[config.mk]
export PLATFORM = sky130hd
export DESIGN_NAME = axi_read_responder
export DESIGN_NICKNAME = d
export VERILOG_FILES = /design/src/rtl/axi_read_responder.sv
export SDC_FILE = /design/constraint.sdc
export NUM_CORES = 1
export LEC_CHECK = 0
export BUFFER_PORTS_ARGS = -buffer_cell sky130_fd_sc_hd__buf_2
export CORE_MARGIN = 2
export CORE_UTILIZATION = 30
export DETAILED_ROUTE_END_ITERATION = 10
export GPL_TIMING_DRIVEN = 0
export PLACE_DENSITY = 0.45
export SETUP_SLACK_MARGIN = 0.15
export SLEW_MARGIN = 15
export SYNTH_ARGS = -nofsm -noshare
export SYNTH_HDL_FRONTEND = slang
export SYNTH_SLANG_ARGS = --single-unit
[constraint.sdc]
create_clock -name clk -period 16.59 [get_ports clk]
set_input_delay 2.4885 -clock clk [delete_from_list [all_inputs] [get_ports clk]]
set_output_delay 2.4885 -clock clk [all_outputs]
set_load 0.005 [all_outputs]
[src/rtl/axi_read_responder.sv]
// AXI slave read-data responder: pops AR requests from a show-ahead FIFO and
// returns each burst on the R channel with RDATA equal to the beat address.
module axi_read_responder #(
  parameter int ADDR_BITWIDTH = 32,
  parameter int ID_BITWIDTH   = 1,
  parameter int DATA_BITWIDTH = 32
) (
  input  logic                     clk,
  input  logic                     reset,
  input  logic [ADDR_BITWIDTH-1:0] req_ADDR,
  input  logic [ID_BITWIDTH-1:0]   req_ID,
  input  logic [7:0]               req_LEN,
  input  logic [2:0]               req_SIZE,
  input  logic [1:0]               req_BURST,
  input  logic                     req_empty,
  output logic                     req_read,
  output logic                     RVALID,
  input  logic                     RREADY,
  output logic [DATA_BITWIDTH-1:0] RDATA,
  output logic [ID_BITWIDTH-1:0]   RID,
  output logic [1:0]               RRESP,
  output logic                     RLAST,
  output logic                     busy
);

  localparam logic [2:0] MAX_SIZE   = 3'($clog2(DATA_BITWIDTH / 8));
  localparam logic [1:0] STEP_FIXED = 2'd0;
  localparam logic [1:0] STEP_INCR  = 2'd1;
  localparam logic [1:0] STEP_WRAP  = 2'd2;

  typedef enum logic {IDLE, BURST} state_t;

  state_t                   state_reg, state_next;
  logic [ID_BITWIDTH-1:0]   id_reg, id_next;
  logic [7:0]               len_reg, len_next;
  logic [2:0]               size_reg, size_next;
  logic [1:0]               step_reg, step_next;
  logic                     err_reg, err_next;
  logic [ADDR_BITWIDTH-1:0] addr_reg, addr_next;
  logic [7:0]               beat_reg, beat_next;

  logic                     handshake, load, wrap_len_ok, req_err;
  logic [ADDR_BITWIDTH-1:0] bytes, aligned, incr_addr, wsize, lower, wrap_addr;
  logic [2:0]               wrap_log;

  assign busy      = (state_reg == BURST);
  assign RVALID    = busy;
  assign RLAST     = busy && (beat_reg == len_reg);
  assign RID       = id_reg;
  assign RRESP     = {err_reg, 1'b0};
  assign RDATA     = DATA_BITWIDTH'(addr_reg);
  assign handshake = RVALID && RREADY;
  assign load      = !reset && !req_empty && (state_reg == IDLE || (handshake && RLAST));
  assign req_read  = load;

  assign wrap_len_ok = (req_LEN == 8'd1) || (req_LEN == 8'd3) ||
                       (req_LEN == 8'd7) || (req_LEN == 8'd15);
  assign req_err     = (req_BURST == 2'd3) || (req_BURST == 2'd2 && !wrap_len_ok) ||
                       (req_SIZE > MAX_SIZE);

  // Step mode is resolved at load time so illegal bursts step like their fallback type.
  assign bytes     = ADDR_BITWIDTH'(1) << size_reg;
  assign aligned   = addr_reg & ~(bytes - ADDR_BITWIDTH'(1));
  assign incr_addr = aligned + bytes;

  always_comb begin
    case (len_reg)
      8'd1:    wrap_log = 3'd1;
      8'd3:    wrap_log = 3'd2;
      8'd7:    wrap_log = 3'd3;
      default: wrap_log = 3'd4;
    endcase
  end

  assign wsize     = bytes << wrap_log;
  assign lower     = addr_reg & ~(wsize - ADDR_BITWIDTH'(1));
  assign wrap_addr = (incr_addr == lower + wsize) ? lower : incr_addr;

  always_comb begin
    state_next = state_reg;
    id_next    = id_reg;
    len_next   = len_reg;
    size_next  = size_reg;
    step_next  = step_reg;
    err_next   = err_reg;
    addr_next  = addr_reg;
    beat_next  = beat_reg;
    if (load) begin
      state_next = BURST;
      id_next    = req_ID;
      len_next   = req_LEN;
      size_next  = req_SIZE;
      err_next   = req_err;
      addr_next  = req_ADDR;
      beat_next  = 8'd0;
      if (req_BURST == 2'd3)
        step_next = STEP_FIXED;
      else if (req_BURST == 2'd2 && !wrap_len_ok)
        step_next = STEP_INCR;
      else
        step_next = req_BURST;
    end else if (handshake) begin
      if (RLAST) begin
        state_next = IDLE;
      end else begin
        beat_next = beat_reg + 8'd1;
        case (step_reg)
          STEP_INCR: addr_next = incr_addr;
          STEP_WRAP: addr_next = wrap_addr;
          default:   addr_next = addr_reg;
        endcase
      end
    end
  end

  always_ff @(posedge clk or posedge reset) begin
    if (reset) begin
      state_reg <= IDLE;
      id_reg    <= '0;
      len_reg   <= '0;
      size_reg  <= '0;
      step_reg  <= STEP_FIXED;
      err_reg   <= 1'b0;
      addr_reg  <= '0;
      beat_reg  <= '0;
    end else begin
      state_reg <= state_next;
      id_reg    <= id_next;
      len_reg   <= len_next;
      size_reg  <= size_next;
      step_reg  <= step_next;
      err_reg   <= err_next;
      addr_reg  <= addr_next;
      beat_reg  <= beat_next;
    end
  end

endmodule

# Word-level counts from Yosys, hierarchy flattened
# Index checks and enable logic that the tools add are counted.
# totals
output_inout_bits,39
regBits,56
word_cells,70
# classes
eq_ne,14
bitwise_logic,5
order_cmp,1
muxes,14
addsub,5
n_shift,2
reduce_logical,21
# ops
operator,count
two-way mux 32 bit,4
adder 32 bit,2
AND 32 bit,2
inverter 32 bit,2
one-hot mux 32 bit (2 select lines),1
"subtractor 32 x 1 -> 32 bit, second input constant",2
equality test 32 bit,1
"<< shifter 1 x 3 -> 32 bit, first input constant",1
<< shifter 32 x 3 -> 32 bit,1
two-way mux 8 bit,3
"equality test 8 x 1 -> 1 bit, second input constant",2
"equality test 8 x 2 -> 1 bit, second input constant",2
"equality test 8 x 3 -> 1 bit, second input constant",2
one-hot mux 3 bit (3 select lines),1
"adder 8 x 1 -> 8 bit, second input constant",1
"equality test 8 x 4 -> 1 bit, second input constant",1
equality test 8 bit,1
"equality test 2 bit, second input constant",3
logical AND 1 bit,6
logical OR 1 bit,6
two-way mux 2 bit,2
AND reduction 2 bit,2
nonzero test 2 bit,2
"greater-than comparator 3 x 2 -> 1 bit, second input constant",1
7 further kinds,11

# Logic depth before layout (Yosys ltp)
# Gate-level depths: netlist (run 1).
# depth
word_depth,13
depth_mapped,33
depth_no_buf,26

# Worst setup path before layout (run 1)
# Ideal clock, no wire load.
# synth_timing
kind,register to register
startpoint,reg size_reg[0]
endpoint,reg addr_reg[8] (netlist: RDATA[8])
t_arrival_ns,6.571
required_time_ns,16.470
setup_time_ns,0.120
path_slack_ns,9.900
path_stages_with_launch,33
synth_period_minus_slack_ns,6.690
cell_sequence,dfrtp_1 > buf_2 > buf_2 > buf_2 > clkinv_1 > nand4_1 > ha_1 > buf_1 > inv_1 > a2111oi_2 > nor2_2 > a311oi_4 > and3_1 > clkbuf_1 > a21boi_0 > xnor2_1 > and2_1 > ha_1 > clkbuf_1 > o21a_1 > nand3_1 > o211ai_1 > o21a_1 > nand2_1 > a21o_1 > or4_1 > a211oi_1 > nor3_1 > a21boi_2 > nand2_2 > buf_6 > or2_0 > a31o_1
# synth_via
elab_chain_cells,12
# synth_lines
element,line_no,source
start: declaration,36,"logic [2:0] size_reg, size_next;"
start signal: assignment,130,size_reg <= size_next;
<< shifter 1 x 3 -> 32 bit *,62,assign bytes = ADDR_BITWIDTH'(1) << size_reg;
<< shifter 32 x 3 -> 32 bit,75,assign wsize = bytes << wrap_log;
subtractor 32 x 1 -> 32 bit,76,assign lower = addr_reg & ~(wsize - ADDR_BITWIDTH'(1));
inverter 32 bit,76,
AND 32 bit,76,
adder 32 bit,77,assign wrap_addr = (incr_addr == lower + wsize) ? lower : incr_addr;
equality test 32 bit,77,
two-way mux 32 bit,77,
one-hot mux 32 bit (2 select lines) *,107,case (step_reg)
two-way mux 32 bit *,103,if (RLAST) begin
two-way mux 32 bit *,102,end else if (handshake) begin
two-way mux 32 bit *,88,if (load) begin
end signal: assignment,133,addr_reg <= addr_next;
end: declaration,39,"logic [ADDR_BITWIDTH-1:0] addr_reg, addr_next;"
# Mark *: on every way between the ends. The rest lies on a longest branch, timed or not. The select of a mux whose other input is x is not followed.
# A chain may end at the register's enable or synchronous reset.

# Worst setup path in the final report (run 1)
# layout_timing
startpoint,reg size_reg[0]
endpoint,reg addr_reg[4] (netlist: RDATA[4])
# The elaborated chain is that of the path after synthesis.

==> flow_summary.json, run 1 <==
{
  "wl_per_cell_um": 22.0,
  "ys_seq_elements": 56,
  "slowest_stage": "a2111oi_2",
  "cp_data_arrival_time_ns": 9.29,
  "finalHoldViolations": 0,
  "finalCriticalPeriod_ns": 9.10,
  "drt-initial-drc-count": 687,
  "postSynth.asyncResetShare": 1.00,
  "vias_per_cell": 5.77,
  "hp-class": "flop to flop",
  "place_hpwl_um": 22900,
  "drv_slew": 0,
  "htree_num_levels": 2,
  "p_int_w": 0.000663,
  "clk_pin_slew_ns": 0.08,
  "power_density_mw_per_mm2": 186,
  "setup_tns_ns": 0,
  "cp_top_family": "compound AO/OA/AOI/OAI gates",
  "cts_tree": "built",
  "p_seq_frac": 0.175,
  "die_w_um": 156,
  "ir_worst_vdd_mv": 0.0686,
  "fmax_ghz": 0.110,
  "setup_viol_count_final": 0,
  "clkLatencyLatePin_ns": 0.31,
  "dr.pass1.iters": 5,
  "skew_ns": 0.0137,
  "grt_use_total": 0.238,
  "p_switching_w": 0.000814,
  "synth_top_cell_area_share": 0.202,
  "synth_top_flop_cell": "dfrtp_1",
  "worstPathMaxFanout": 10,
  "grt_antenna_before_repair": 0,
  "worst_path_largest_cell_delay_ns": 0.72,
  "cts_max_path_buffers": 2,
  "num_vias": 7639,
  "worst_pin_slew_ns": 1.21,
  "n_antenna_cell": 0,
  "die_h_um": 156,
  "wirelength_um": 29100,
  "crit_buf_inv": 10,
  "max_cap_viol_count": 0,
  "final_nets": 1104,
  "rsz0062_at_grt": "no",
  "power_leakage_nw": 3.40,
  "postCtsSetupBuffers": 0,
  "netlist_instances": 939,
  "start_kind": "flop",
  "ios": 89,
  "yosys-top-cells-area": "dfrtp_1, nand2_1, xnor2_1",
  "power_frac_comb": 0.736,
  "yosys.area.top_type": "dfrtp_1",
  "area_growth_pct": 14.6,
  "worst_path_most_repeated_cell": "buf_2",
  "core.rowCount": 55,
  "crit_required_ns": 16.77,
  "die_area_mm2": 0.0244,
  "largest_reg_flops": 32,
  "drtAntennaViolNets": 0,
  "hold_buffers": 0,
  "synth.most_common_cell": "nand2_1",
  "gp_congestion": 0.885,
  "yosysSeqAreaShare": 0.202,
  "clock-root-buffer": "clkbuf_16",
  "slew_headroom": 0.195,
  "cts_made_buffers": 5,
  "avgSynthCellArea_um2": 7.39,
  "ctsResizeCount": 0,
  "cts_sinks": 56,
  "netlist_area_mm2": 0.00694,
  "netlist_top_cells_count": "nand2_1, nor2_1, dfrtp_1",
  "grt_pass1_wl_um": 44400,
  "grt_start_max_net_pins": 37,
  "start_util": 0.306,
  "drc": 0,
  "synth_cell_types": 90,
  "clkPwrFrac": 0.089,
  "dp_slack_ns": 7.75,
  "setup_slack_ns": 7.49,
  "grt_overflow_total": 0,
  "synth_edf_count": 0,
  "postLayoutCoreUtil": 0.350,
  "status": "completed",
  "drive_above_1_share": 0.154,
  "yosysWarnings": 0,
  "worstSetupPathType": "flop to flop",
  "portBuffers": 87,
  "crit_path_end_kind": "flop",
  "core-area_mm2": 0.0227,
  "grt_pass1_vias": 7199,
  "sw_frac_of_total": 0.551,
  "min_period_over_period": 0.549
}
worst reg2reg max path: cells and delay by family, from the launching register on:
| kind | cells | cell delay [ns] |
|---|---|---|
| XOR/XNOR | 1 | 0.09 |
| multiplexers | 1 | 0.27 |
| buffers and inverters | 10 | 2.63 |
| AND/OR/NAND/NOR | 10 | 2.10 |
| AO/OA/AOI/OAI | 9 | 3.15 |
| flip-flops | 1 | 0.32 |
| adder cells (fa/ha/maj) | 2 | 0.43 |
area by class of cell:
type | instances | area, um^2
Sequential cell | 56 | 1400
Clock inverter | 2 | 38.8
Clock buffer | 6 | 139
Buffer | 75 | 329
Timing Repair Buffer | 88 | 455
Multi-Input combinational cell | 793 | 5160
Inverter | 19 | 73.8
Fill cell | 2537 | 14800
Tap cell | 285 | 357
power groups by stage:
stage,logic [W],clock network (W),registers [W]
finish,0.00109,0.000131,0.000259
global route,0.00118,0.000139,0.000267
CTS,0.00107,0.000135,0.000257
detailed placement,0.00106,0,0.000260
global placement,0.00107,0,0.000260
floorplan,0.000761,0,0.000235
per-layer routing:
metal / share of wire / up-vias / GRT usage
met5: 0 / - / 0
met4: 0.015 / 0 / 0.0498
met3: 0.062 / 28 / 0.0269
met2: 0.42 / 254 / 0.356
met1: 0.50 / 3701 / 0.365
li1: - / 3656 / -
final timing paths:
check | startpoint | to | slack (ns) | cells after the start
setup / recovery | size_reg[0] | RDATA[4] | 7.49 | 33
hold / removal | RID | RID | 0.48 | 2
setup reg to reg | size_reg[0] | RDATA[4] | 7.49 | 33
hold reg to reg | RID | RID | 0.48 | 2
max in group asynchronous | reset | size_reg[2] | 13.92 | 3
min in group asynchronous | reset | RDATA[11] | 2.15 | 2
metrics by stage:
step	instance area (um^2)	std cells	power, W	hold slack, ns
2_1_floorplan	6960	943	0.000996	0.470
3_3_place_gp	7750	1315	0.00133	0.463
3_5_place_dp	7780	1316	0.00132	0.464
4_1_cts	7950	1324	0.00146	0.483
5_1_grt	7950	1324	0.00159	0.507
6_report	7950	1324	0.00148	0.476
kinds of logic after synthesis:
logic type,Yosys count,share of synthesized area
buffers and inverters,94,0.0577
other,2,0.00108
flip-flops,56,0.202
AO/OA/AOI/OAI,242,0.244
multiplexers,27,0.0411
XOR/XNOR,69,0.0972
AND/OR/NAND/NOR,433,0.328
adder cells (fa/ha/maj),16,0.0288
placed cells by master (no fill, tap or decap), types with 31 or more instances in the layout:
master	instances
o21ai_0	38
buf_2	107
nor2_1	70
a21oi_1	50
nand2_1	124
dfrtp_1	56
xor2_1	31
xnor2_1	33
nand3_1	46
clkbuf_1	43
No activity file was read; power rests on OpenSTA's default activity.
==> inputs of run 2 (changes only) <==
==> constraint.sdc (replaced) <==
create_clock -name clk -period 9.21 [get_ports clk]
set_input_delay 1.3815 -clock clk [delete_from_list [all_inputs] [get_ports clk]]
set_output_delay 1.3815 -clock clk [all_outputs]
set_load 0.005 [all_outputs]
==> run 2 against run 1 <==
First-iteration DRC count fell by 8.6%. Core utilization rose by 0.15 points. Count of clock-buffer cells in the layout did not move. Sequential share of layout area shrank 0.077 points. Sequential cell count is the same. Combinational power is 83% higher. Clock power is 80% higher. Global-route usage stayed put. Die area unchanged. Critical path type unchanged. Largest cell class unchanged. Largest power group unchanged. Highest routed layer unchanged.
==> flow_summary.json, run 2 (synthesized netlist as in run 1, its figures left out) <==
{
  "status": "completed",
  "cp_data_arrival_time_ns": 8.65,
  "sw_frac_of_total": 0.547,
  "drive_above_1_share": 0.156,
  "gp_congestion": 0.885,
  "crit_required_ns": 9.39,
  "drt-initial-drc-count": 628,
  "cts_max_path_buffers": 2,
  "rsz0062_at_grt": "no",
  "grt_antenna_before_repair": 0,
  "reg2regPathDepth": 33,
  "cts_tree": "built",
  "final_nets": 1106,
  "die_w_um": 156,
  "clock-root-buffer": "clkbuf_16",
  "start_kind": "flop",
  "finalCriticalPeriod_ns": 8.47,
  "grt_overflow_total": 0,
  "grt_start_max_net_pins": 37,
  "n_antenna_cell": 0,
  "setup_viol_count_final": 0,
  "largest_reg_flops": 32,
  "fmax_ghz": 0.118,
  "finalHoldViolations": 0,
  "p_seq_frac": 0.173,
  "setup_tns_ns": 0,
  "vias_per_cell": 5.80,
  "grt_pass1_wl_um": 44400,
  "die_area_mm2": 0.0244,
  "power_frac_comb": 0.740,
  "worst_pin_slew_ns": 1.17,
  "total_power_w": 0.00269,
  "r2r_slack_ns": 0.74,
  "portBuffers": 87,
  "dr.pass1.iters": 5,
  "clkPwrFrac": 0.087,
  "wirelength_um": 29100,
  "p_switching_w": 0.00147,
  "p_int_w": 0.00122,
  "power_leakage_nw": 3.42,
  "core.rowCount": 55,
  "timing.rr.start": "size_reg[0]",
  "hp-class": "flop to flop",
  "skew_ns": 0.0140,
  "clk_pin_slew_ns": 0.08,
  "core-area_mm2": 0.0227,
  "worst_path_most_repeated_cell": "buf_2",
  "power_density_mw_per_mm2": 337,
  "grt_use_total": 0.238,
  "worst_path_largest_cell_delay_ns": 0.53,
  "start_util": 0.306,
  "cp-endpoint": "RDATA[4]",
  "place_hpwl_um": 22900,
  "fin_hold_ws_ns": 0.476,
  "ios": 89,
  "area_growth_pct": 15.1,
  "worstPathMaxFanout": 10,
  "slew_headroom": 0.221,
  "htree_num_levels": 2,
  "worstSetupPathType": "flop to flop",
  "timing.rr.end": "RDATA[4]",
  "slowest_stage": "a2111oi_4",
  "min_period_over_period": 0.919,
  "drc": 0,
  "final_cell_mix": "nand2_1, buf_2, nor2_1, dfrtp_1, a21oi_1",
  "num_vias": 7688,
  "cts_sinks": 56,
  "hold_buffers": 0,
  "die_h_um": 156,
  "clkLatencyLatePin_ns": 0.31,
  "crit_path_end_kind": "flop",
  "grt_pass1_vias": 7199,
  "cts_made_buffers": 5,
  "whs_path_depth": 2,
  "wl_per_cell_um": 22.0,
  "startpoint": "size_reg[0]",
  "drv_slew": 0,
  "ir_worst_vdd_mv": 0.124,
  "drtAntennaViolNets": 0,
  "mostFrequentLayoutCell": "nand2_1",
  "min_from": "RID",
  "max_cap_viol_count": 0
}
[run 2: changes by cell type in the layout (fill, tap and decap cells not counted)]
cell,previous run,this run
a21boi_2,1,0
a2111oi_4,0,1
a2111oi_2,1,0
buf_4,4,6
a21boi_4,0,1
[run 2: layer usage]
layer / vias up / wire (um) / track usage
met5: - / 0 / 0
met4: 0 / 381 / 0.0498
li1: 3666 / - / -
met1: 3711 / 14500 / 0.365
met2: 286 / 12300 / 0.356
met3: 25 / 1940 / 0.0269
[run 2: cell type report]
class / count / area, um^2
clock buffers: 6 / 139
repair buffers: 90 / 470
clock inverters: 2 / 38.8
fillers: 2532 / 14700
inverters: 19 / 73.8
multi-input cells: 793 / 5180
flip-flops and latches: 56 / 1400
well taps: 285 / 357
plain buffers: 75 / 329
[run 2: worst min path at each step]
stage               end  slack (ns)
finish              RID        0.48
global route        RID        0.51
CTS                 RID        0.48
floorplan           RID        0.47
detailed placement  RID        0.46
global placement    RID        0.46
[run 2: repair_timing]
action / in CTS / in global routing
buffers inserted: 0 / 2
gates resized for setup: 0 / 2
setup endpoints to repair: 0 / 30
[run 2: stage by stage]
stage | std cells | worst slack [ns] | area, um^2 | util
3_3_place_gp | 1315 | 0.328 | 7750 | 0.341
3_5_place_dp | 1316 | 0.368 | 7780 | 0.342
2_1_floorplan | 943 | 2.52 | 6960 | -
6_report | 1326 | 0.742 | 7990 | 0.352
4_1_cts | 1324 | 0.322 | 7950 | 0.350
5_1_grt | 1326 | 0.251 | 7990 | 0.352
[run 2: worst max-delay path, delay by kind of cell, from the launching register on]
kind / cells / cell delay [ns]
fa+ha+maj: 2 / 0.43
simple gates: 12 / 2.38
compound gates: 7 / 2.14
buf+inv: 10 / 2.67
xor+xnor: 1 / 0.09
mux: 1 / 0.30
flops: 1 / 0.32
[run 2: power groups by stage]
stage	clock network [W]	registers, W	logic (W)
2_1_floorplan	0	0.000423	0.00137
3_3_place_gp	0	0.000468	0.00193
3_5_place_dp	0	0.000468	0.00192
4_1_cts	0.000243	0.000463	0.00193
5_1_grt	0.000250	0.000480	0.00216
6_report	0.000236	0.000466	0.00199
